[config.mk]
export PLATFORM = sky130hd
export DESIGN_NAME = fifo_burst_reader
export DESIGN_NICKNAME = d
export VERILOG_FILES = /design/src/rtl/fifo_burst_reader.sv
export SDC_FILE = /design/constraint.sdc
export NUM_CORES = 1
export LEC_CHECK = 0
export ABC_AREA = 0
export ABC_CLOCK_PERIOD_IN_PS = 1700
export CORE_UTILIZATION = 43
export DETAILED_ROUTE_END_ITERATION = 10
export GPL_TIMING_DRIVEN = 0
export PLACE_DENSITY = 0.75
export SYNTH_ARGS = -nofsm -noshare
export SYNTH_HDL_FRONTEND = slang
export SYNTH_SLANG_ARGS = --single-unit
[constraint.sdc]
create_clock -name clk_i -period 1.7 [get_ports clk_i]
set_input_delay 0.17 -clock clk_i [delete_from_list [all_inputs] [get_ports clk_i]]
set_output_delay 0.17 -clock clk_i [all_outputs]
set_load 0.02 [all_outputs]
[src/rtl/fifo_burst_reader.sv]
// Purpose: drains a show-ahead FIFO read port in fixed-length bursts onto a registered valid/ready stream with sop/eop.
// Latency: avail >= BURST_LEN in cycle N -> first pop in N+1 -> first valid_o (with sop_o) in N+2; one word/cycle after that.
// Backpressure: pops only while the output register is free or being accepted; data/sop/eop hold while valid_o && !ready_i.
//
// Optional feature macro: FLUSH_TIMEOUT_EN -- adds an idle timer (parameter TIMEOUT_CYCLES)
// that flushes a partial burst of 1..BURST_LEN-1 words. The parameter exists only in that build.
//
// Ports:
//   clk_i / rst_i        FIFO read clock, asynchronous active-high reset
//   fifo_data_i          show-ahead FIFO head word, valid while !fifo_empty_i
//   fifo_empty_i         FIFO empty flag
//   fifo_used_words_i    FIFO word count, excluding the presented head word
//   fifo_rd_o            pop request for the presented word
//   data_o/valid_o/ready_i  output stream
//   sop_o / eop_o        first / last word of a burst, qualified by valid_o
//   busy_o               burst in progress or output register occupied
module fifo_burst_reader #(
   parameter int DATA_WIDTH   = 8,
   parameter int WORDS_AMOUNT = 8,
   parameter int ADDR_WIDTH   = $clog2(WORDS_AMOUNT),
   parameter int BURST_LEN    = 4
`ifdef FLUSH_TIMEOUT_EN
   ,
   parameter int TIMEOUT_CYCLES = 16
`endif
) (
   input  logic                  clk_i,
   input  logic                  rst_i,
   input  logic [DATA_WIDTH-1:0] fifo_data_i,
   input  logic                  fifo_empty_i,
   input  logic [ADDR_WIDTH:0]   fifo_used_words_i,
   output logic                  fifo_rd_o,
   output logic [DATA_WIDTH-1:0] data_o,
   output logic                  valid_o,
   input  logic                  ready_i,
   output logic                  sop_o,
   output logic                  eop_o,
   output logic                  busy_o
);

   // Counter width matches the available-word count so every compare is same-width.
   localparam int CW = ADDR_WIDTH + 2;
   localparam logic [CW-1:0] BURST_LEN_C = CW'(BURST_LEN);
   localparam logic [CW-1:0] CNT_ONE     = CW'(1);

   typedef enum logic {IDLE, BURST} state_t;

   state_t                state_q, state_d;
   logic [CW-1:0]         cnt_q, cnt_d;
   logic [CW-1:0]         len_q, len_d;
   logic [DATA_WIDTH-1:0] data_q, data_d;
   logic                  valid_q, valid_d;
   logic                  sop_q, sop_d;
   logic                  eop_q, eop_d;
   logic [CW-1:0]         avail;
   logic                  last_word;
   logic                  pop;

`ifdef FLUSH_TIMEOUT_EN
   localparam int TW = $clog2(TIMEOUT_CYCLES + 1);
   localparam logic [TW-1:0] TIMER_LAST = TW'(TIMEOUT_CYCLES - 1);
   logic [TW-1:0]         timer_q, timer_d;
`endif

   // The head word sits outside fifo_used_words_i, so add it back; one extra bit avoids overflow.
   assign avail     = {1'b0, fifo_used_words_i} + {{(CW-1){1'b0}}, ~fifo_empty_i};
   assign last_word = (cnt_q == len_q - CNT_ONE);

   always_comb begin
      state_d = state_q;
      cnt_d   = cnt_q;
      len_d   = len_q;
      data_d  = data_q;
      valid_d = valid_q;
      sop_d   = sop_q;
      eop_d   = eop_q;
      pop     = 1'b0;
`ifdef FLUSH_TIMEOUT_EN
      timer_d = timer_q;
`endif

      // Accepted word leaves the register; a pop below reloads it in the same cycle.
      if (valid_q && ready_i) begin
         valid_d = 1'b0;
      end

      case (state_q)
         IDLE: begin
            // No pop in the evaluation cycle; a full burst wins over a timeout flush.
            if (avail >= BURST_LEN_C) begin
               state_d = BURST;
               len_d   = BURST_LEN_C;
               cnt_d   = '0;
`ifdef FLUSH_TIMEOUT_EN
               timer_d = '0;
`endif
            end
`ifdef FLUSH_TIMEOUT_EN
            else if (fifo_empty_i) begin
               timer_d = '0;
            end else if (timer_q == TIMER_LAST) begin
               state_d = BURST;
               len_d   = avail;
               cnt_d   = '0;
               timer_d = '0;
            end else begin
               timer_d = timer_q + TW'(1);
            end
`endif
         end
         BURST: begin
            pop = !fifo_empty_i && (!valid_q || ready_i);
            if (pop) begin
               data_d  = fifo_data_i;
               valid_d = 1'b1;
               sop_d   = (cnt_q == '0);
               eop_d   = last_word;
               cnt_d   = cnt_q + CNT_ONE;
               if (last_word) begin
                  state_d = IDLE;
                  cnt_d   = '0;
               end
            end
         end
         default: begin
            state_d = IDLE;
         end
      endcase
   end

   always_ff @(posedge clk_i or posedge rst_i) begin
      if (rst_i) begin
         state_q <= IDLE;
         cnt_q   <= '0;
         len_q   <= BURST_LEN_C;
         data_q  <= '0;
         valid_q <= 1'b0;
         sop_q   <= 1'b0;
         eop_q   <= 1'b0;
`ifdef FLUSH_TIMEOUT_EN
         timer_q <= '0;
`endif
      end else begin
         state_q <= state_d;
         cnt_q   <= cnt_d;
         len_q   <= len_d;
         data_q  <= data_d;
         valid_q <= valid_d;
         sop_q   <= sop_d;
         eop_q   <= eop_d;
`ifdef FLUSH_TIMEOUT_EN
         timer_q <= timer_d;
`endif
      end
   end

   assign fifo_rd_o = pop;
   assign data_o    = data_q;
   assign valid_o   = valid_q;
   assign sop_o     = sop_q;
   assign eop_o     = eop_q;
   assign busy_o    = (state_q == BURST) || valid_q;

endmodule

==> flow_results.org, run 1 <==
** Outcome
- Status :: finished, final reports clean

** Layout
- Cell Count, Final, Fillers Out :: 153
- In the final layout, flip-flops and latches occupy 427 sq um.
- Antenna Cells :: 0
- Share of final-layout standard cells stronger than drive strength 1 :: 10.9%
- In the final layout, the multi-input gates occupy 377 sq um.
- Relative to the synthesized area, the layout overhead comes to 42.8%.
- Most frequent cells in the layout :: sky130_fd_sc_hd__nand2_1, sky130_fd_sc_hd__clkdlybuf4s50_1, sky130_fd_sc_hd__dfrtp_1
- The layout has 163 filler cells.
- After the last flow step, the layout net total stands at 149.
- Leaving out fill and tap cells, the most frequent cell in the layout is sky130_fd_sc_hd__nand2_1.

** Synth
- In the synthesized netlist the async set-or-reset flop fraction comes to 100%.
- Mean area per synthesized cell :: 8.96 sq um
- Number of distinct library cell variants in the gate-level netlist after synthesis :: 28
- Number of synthesized flops with an enable pin :: 0
- Cell types with the largest area share after synthesis :: sky130_fd_sc_hd__dfrtp_1, sky130_fd_sc_hd__nand2_1, sky130_fd_sc_hd__ha_1
- Count of mapped cells out of synthesis :: 93
- Largest area contributor in the synthesized netlist :: sky130_fd_sc_hd__dfrtp_1
- Main synth FF type :: sky130_fd_sc_hd__dfrtp_1
- #FFs+latches synth :: 17
- Post-synth top area share :: 51.1%
- Summing every instance area after synthesis gives 833 sq um.
- The number of nets in the synthesized netlist is 113.
- Sequential elements use 51.1% of the synthesized area.
- Yosys printed 0 warnings.

** Critical path
- CP Cell Sequence :: and2b_1, nand2_2, inv_2, buf_4, buf_4
- Along the worst path, the maximum fanout reaches 10.
- Crit path required time :: 1.53 ns
- The cell that appears most often on the critical path is sky130_fd_sc_hd__buf_4.
- Type of element launching the critical path :: flip-flop
- CP bufs+invs :: 3
- Data arrives at the worst endpoint at 1.45 ns.
- Crit-path leading delay family :: flip-flops
- Among all stages on the critical path, the largest delay is contributed by sky130_fd_sc_hd__dfrtp_2.
- In this design, the stage delay of the slowest critical-path cell is 0.44 ns.
- The worst setup path is captured at an output pin.
- The critical path is of the flip-flop to output pin type.

** Timing
- Final hold vios :: 0
- Setup violations remaining at the end of the flow were counted as 0.
- The total count of max-transition violations in the final report came to 0.
- Final critical-path required period :: 1.62 ns
- Headroom to the max-slew limit came out at 58.9%.
- Actual transition at the worst max-transition pin :: 0.616 ns
- Hold is met by 0.256 ns.
- For this run, the top clock speed supported by timing is 618 MHz.
- Clock skew :: 0.00347 ns
- After layout, the worst path uses 95.2% of the clock period.

** Routing
- Initial DRC count :: 12
- Routed wire per std cell :: 11.1 um
- Wires add up to 1.70 mm.
- # DRC :: 0
- Count of vias placed by the detailed router :: 742
- Number of antenna-violating nets in the routed design :: 0
- Number of vias per cell :: 4.85
- The first detailed-routing pass ran for 4 iterations.

** Die
- Placement row count :: 15
- In this run the standard cell core region covers 1760 sq um.
- Measured along the x axis, the die boundary spans 46.0 um.
- Measured along the y axis, the die boundary spans 46.0 um.
- The initial utilization of the core area, before any placement, comes to 47.2%.
- 29 I/O pins were placed.
- Die area :: 2120 sq um

** Clock network
- CTS built an H-tree with a depth of 1.
- Cell at the root of the clock tree :: sky130_fd_sc_hd__clkbuf_4
- Number of CTS-inserted buffers :: 3
- In this run the deepest clock path goes through 2 buffers.
- The clock drives 17 sinks.
- TritonCTS built the clock tree.
- Clock latency on the worst-skew pair :: 0.28 ns
- Clock-pin slew was measured on the worst setup and hold paths at 0.09 ns.

** Global routing
- Global-route wire length before repair :: 2.68 mm
- The total overflow left after global routing is 0.
- Vias in the first global route :: 636
- Total GRT Usage :: 18.5%
- Maximum number of pins on one net before global-route repair :: 18
- The initial antenna violation count came to 0.

** Job
- Across the run, the number of max-cap violations was 0.

** Power
- Worst IR Drop VDD :: 798 uV
- Leakage dissipation :: 0.582 nW
- Power per cell area :: 1070 nW/um^2

** Placement
- The number of placed instances, taps included, is 146.
- IO Port Bufs :: 28
- Routability cong. :: 0.836
- Post-detail-place hpwl :: 1.27 mm

** Hold path
- The min-delay analysis places its worst path in the category input port to asynchronous set/reset pin.
## worst register-to-register path: cells and delay by family, from the launching register on
kind | cells | cell delay (ns)
simple gates | 1 | 0.21
flops | 1 | 0.44
compound gates | 2 | 0.50
buf+inv | 1 | 0.14
## stage by stage
stage | TNS [ns] | setup WS (ns) | power (mW) | util [%] | cell area, sq um
2_1_floorplan | 0 | 0.288 | 0.834 | - | 833
6_report | 0 | 0.0813 | 1.27 | 67.4 | 1190
3_5_place_dp | -1.53 | -0.354 | 1.07 | 64.9 | 1140
4_1_cts | 0 | 0.0598 | 1.27 | 66.0 | 1160
5_1_grt | -0.00305 | -0.00305 | 1.38 | 67.4 | 1190
3_3_place_gp | -1.49 | -0.366 | 1.05 | 64.9 | 1140
## cell families after synthesis
logic type | share of synthesized area [%]
muxes | 1.20
adders and majority gates | 6.01
DFF | 51.1
buffers and inverters | 3.75
AOI/OAI and AO/OA | 7.21
and+or+nand+nor | 30.8
## final timing paths
| check | from | endpoint | slack, ns | cells past startpoint |
|---|---|---|---|---|
| worst min register to register | sop_o$_DFFE_PP0P_ | sop_o$_DFFE_PP0P_ | 0.48 | 2 |
| max in group asynchronous | rst_i | state_q$_DFF_PP0_ | 1.01 | 2 |
| min in group clk_i | fifo_empty_i | valid_o$_DFF_PP0_ | 0.33 | 3 |
| worst max-delay path | state_q$_DFF_PP0_ | fifo_rd_o | 0.08 | 5 |
| worst max register to register | state_q$_DFF_PP0_ | cnt_q[0]$_DFFE_PP0P_ | 0.31 | 4 |
| worst min-delay path | rst_i | data_o[2]$_DFFE_PP0P_ | 0.26 | 2 |
## Yosys cell counts, types with 2 or more instances
cell type,n
sky130_fd_sc_hd__nor2b_1,2
sky130_fd_sc_hd__nand2b_1,2
sky130_fd_sc_hd__inv_1,4
sky130_fd_sc_hd__nor3_1,4
sky130_fd_sc_hd__nor2_1,2
sky130_fd_sc_hd__and3_1,2
sky130_fd_sc_hd__nand2_1,33
sky130_fd_sc_hd__nand3_1,5
sky130_fd_sc_hd__dfrtp_1,17
sky130_fd_sc_hd__ha_1,4
## timing repair
action,4_1_cts,5_1_grt
hold buffers,0,0
resized for setup,7,1
buffers inserted,0,3
setup endpoints to repair,4,1
## area by class of cell
cell class / count / area share, %
tap: 25 / 2.63
clock buffer: 4 / 2.21
sequential: 17 / 35.9
buffer: 2 / 1.05
timing repair buffer: 31 / 25.0
multi-input combinational: 69 / 31.7
inverter: 5 / 1.58
## power breakdown
group / internal [mW] / switching (mW)
registers: 0.498 / 0.0608
logic: 0.246 / 0.263
clock network: 0.0910 / 0.116
total: 0.835 / 0.440
## per-layer routing
metal | track usage (%) | part of all wire [%] | vias to the layer above | routed length [um]
met3 | 6.35 | 5.2 | 4 | 88
met4 | 7.06 | 1.4 | 0 | 24
met2 | 29.0 | 46 | 15 | 776
li1 | - | - | 379 | -
met5 | 0 | 0 | - | 0
met1 | 23.4 | 48 | 344 | 812
## registers in the layout, indices dropped and copies added (netlist names)
signal,cells
data_o,8
cnt_q,5
sop_o,1
state_q,1
eop_o,1
valid_o,1
Power figures use the tool's default switching activity.
==> inputs of run 2 (changes only) <==
--- a/config.mk
+++ b/config.mk
@@ -11,6 +11,7 @@
 export DETAILED_ROUTE_END_ITERATION = 10
 export GPL_TIMING_DRIVEN = 0
 export PLACE_DENSITY = 0.75
+export RECOVER_POWER = 25
 export SYNTH_ARGS = -nofsm -noshare
 export SYNTH_HDL_FRONTEND = slang
 export SYNTH_SLANG_ARGS = --single-unit
==> flow_results.org, run 2 (synthesis results as in run 1) <==
** Outcome
- Status :: finished, final reports clean

** Power
- The internal power was 0.834 mW (about the same).
- Sequential share of power :: 43.8% (about the same)
- Proportion of total power due to net switching :: 34.5% (about the same)
- The combinational share of power is 39.9% (about the same).
- Leakage dissipation :: 0.582 nW (about the same)
- The portion of total power attributed to the clock network was 16.2% (about the same).
- Sw power :: 0.440 mW (about the same)
- The total power divided by cell area came to 1070 nW/um^2 (about the same).
- Worst IR Drop VDD :: 798 uV (about the same)

** Timing
- The setup-violating endpoint count in the final report is 0 (unchanged).
- Final hold vios :: 0 (unchanged)
- The fmax is 618 MHz (about the same).
- Number of pins exceeding their max-slew limit in the final report :: 0 (unchanged)
- The worst clock skew came to 0.00345 ns (-0.0000223 ns).
- The relative max-transition margin came to 59.1% (+0.21 points).
- Final critical-path required period :: 1.62 ns (-0.0000886 ns)
- The actual slew at the worst max-slew pin is 0.613 ns (-0.00308 ns).
- The final cycle utilization of the critical path was 95.2% (about the same).
- The worst hold slack was 0.335 ns (+0.0786 ns).

** Clock network
- Post-cts hold buffer count :: 0 (unchanged)
- The clock input transition at the sequential cells of the worst setup and hold paths is 0.09 ns (about the same).
- The H-tree depth reported by CTS is 1 (unchanged).
- TritonCTS built the clock tree.
- The number of buffers between clock root and the deepest sink came to 2 (unchanged).
- Clock tree synthesis selected as its root buffer the cell sky130_fd_sc_hd__clkbuf_4.
- The TritonCTS sink count is 17 (unchanged).
- Clock latency on the worst-skew pair :: 0.28 ns (about the same)
- Number of CTS-inserted buffers :: 3 (unchanged)

** Global routing
- Global-route wire length before repair :: 2.68 mm (unchanged)
- The initial antenna violation count came to 0 (unchanged).
- The fraction of met3 tracks used by global routing was 6.35% (unchanged).
- The maximum number of pins on one net before global-route repair came to 18 (unchanged).
- Overflow left after global routing :: 0 (unchanged)
- The global routing usage summed across all routing layers is 18.5% (unchanged).
- The met2 track demand over resource in global routing is 29.0% (unchanged).
- The number of global-route vias before repair is 636 (unchanged).
- GR met1 Demand/Resource :: 23.4% (unchanged)
- met2 is the most crowded layer.

** Critical path
- The largest fanout on the critical path is 10 (unchanged).
- Crit path required time :: 1.53 ns (about the same)
- Crit path kind :: flip-flop to output pin
- STA classifies the critical path startpoint as a flip-flop.
- CP endpoint kind :: output pin
- The arrival time at the worst endpoint was 1.45 ns (about the same).

** Placement
- The number of placed cells counting well taps was 146 (unchanged).
- IO Port Bufs :: 28 (unchanged)
- The placed instance area is 1140 sq um (unchanged).
- The post-DP HPWL came to 1.27 mm (unchanged).
- Routability cong. :: 0.836 (unchanged)

** Layout
- The flip-flop count of the largest register after layout is 8 (unchanged).
- Cell Count, Final, Fillers Out :: 153 (unchanged)
- Layout Utilization :: 67.4% (unchanged)
- Fin nets :: 149 (unchanged)
- The layout filler cell count was 163 (unchanged).
- Most common library cell in the layout ignoring fill and taps :: sky130_fd_sc_hd__nand2_1
- Most frequent cells in the layout :: sky130_fd_sc_hd__nand2_1, sky130_fd_sc_hd__clkdlybuf4s50_1, sky130_fd_sc_hd__dfrtp_1
- The share of final-layout standard cells stronger than drive strength 1 is 10.9% (unchanged).
- The signed area change from the synthesized netlist to the final layout came to 42.8% (unchanged).
- Antenna Cells :: 0 (unchanged)
- The final design area excluding fillers was 1190 sq um (unchanged).

** Die
- The core area was 1760 sq um (unchanged).
- Die X-Extent :: 46.0 um (unchanged)
- Die area :: 2120 sq um (unchanged)
- Io pins :: 29 (unchanged)
- Die height :: 46.0 um (unchanged)
- The effective utilization at floorplan came to 47.2% (unchanged).
- Placement row count :: 15 (unchanged)

** Routing
- The via count of the routed design was 743 (+0.13%).
- The wire length per cell after detailed routing came to 11.1 um (about the same).
- The detail-routed via count per cell came to 4.86 (+0.13%).
- Total wire length :: 1.70 mm (about the same)
- The post-route antenna net violation count was 0 (unchanged).
- The DRC marker count from the first detailed-route iteration was 12 (unchanged).
- # DRC :: 0 (unchanged)
- The number of detailed-route iterations in the first pass is 4 (unchanged).

** Hold path
- The worst hold path belongs to the class input port to flip-flop.

** Job
- The number of maximum-capacitance constraint violations was 0 (unchanged).
[run 2: cell type report]
class                      count  area (sq um)  share of cell area, %
clock buffer                   4          26.3                   2.21
inverter                       5          18.8                   1.58
timing repair buffer          31           298                   25.0
tap                           25          31.3                   2.63
sequential                    17           427                   35.9
buffer                         2          12.5                   1.05
multi-input combinational     69           377                   31.7
[run 2: path summary, 6_finish.rpt]
path	from	to	slack (ns)	cells past startpoint
setup / recovery	state_q$_DFF_PP0_	fifo_rd_o	0.08	5
hold / removal	fifo_empty_i	valid_o$_DFF_PP0_	0.33	3
setup reg to reg	state_q$_DFF_PP0_	cnt_q[0]$_DFFE_PP0P_	0.31	4
hold reg to reg	sop_o$_DFFE_PP0P_	sop_o$_DFFE_PP0P_	0.48	2
max in group asynchronous	rst_i	state_q$_DFF_PP0_	0.88	2
min in group asynchronous	rst_i	data_o[0]$_DFFE_PP0P_	0.39	2
[run 2: power groups by stage]
stage                     clock network [mW]  logic [mW]  registers [mW]
after CTS                              0.217       0.496           0.561
after global routing                   0.240       0.565           0.571
after floorplan                            0       0.188           0.646
after detailed placement                   0       0.499           0.569
after global placement                     0       0.491           0.563
final                                  0.207       0.509           0.558
[run 2: critical path: stages (launching register included)]
cell and delay [ns]:
sky130_fd_sc_hd__dfrtp_2 0.44, sky130_fd_sc_hd__and2b_1 0.18, sky130_fd_sc_hd__nand2_2 0.12, sky130_fd_sc_hd__inv_2 0.08
sky130_fd_sc_hd__buf_4 0.18, sky130_fd_sc_hd__buf_4 0.16
[run 2: metal layers]
metal / wire length [um] / up-vias
met5: 0 / -
met4: 24 / 0
met3: 88 / 4
met2: 780 / 15
met1: 807 / 345
li1: - / 379
[run 2: timing repair]
item / in CTS / in global routing
gates resized for setup: 7 / 1
setup buffers: 0 / 3
setup endpoints to repair: 4 / 1
[run 2: metrics by stage]
stage          total power [mW]   TNS, ns  worst slack (ns)
6_report                   1.27         0            0.0814
5_1_grt                    1.38  -0.00305          -0.00305
4_1_cts                    1.27         0            0.0598
3_5_place_dp               1.07     -1.53            -0.354
3_3_place_gp               1.05     -1.49            -0.366
2_1_floorplan             0.834         0             0.288
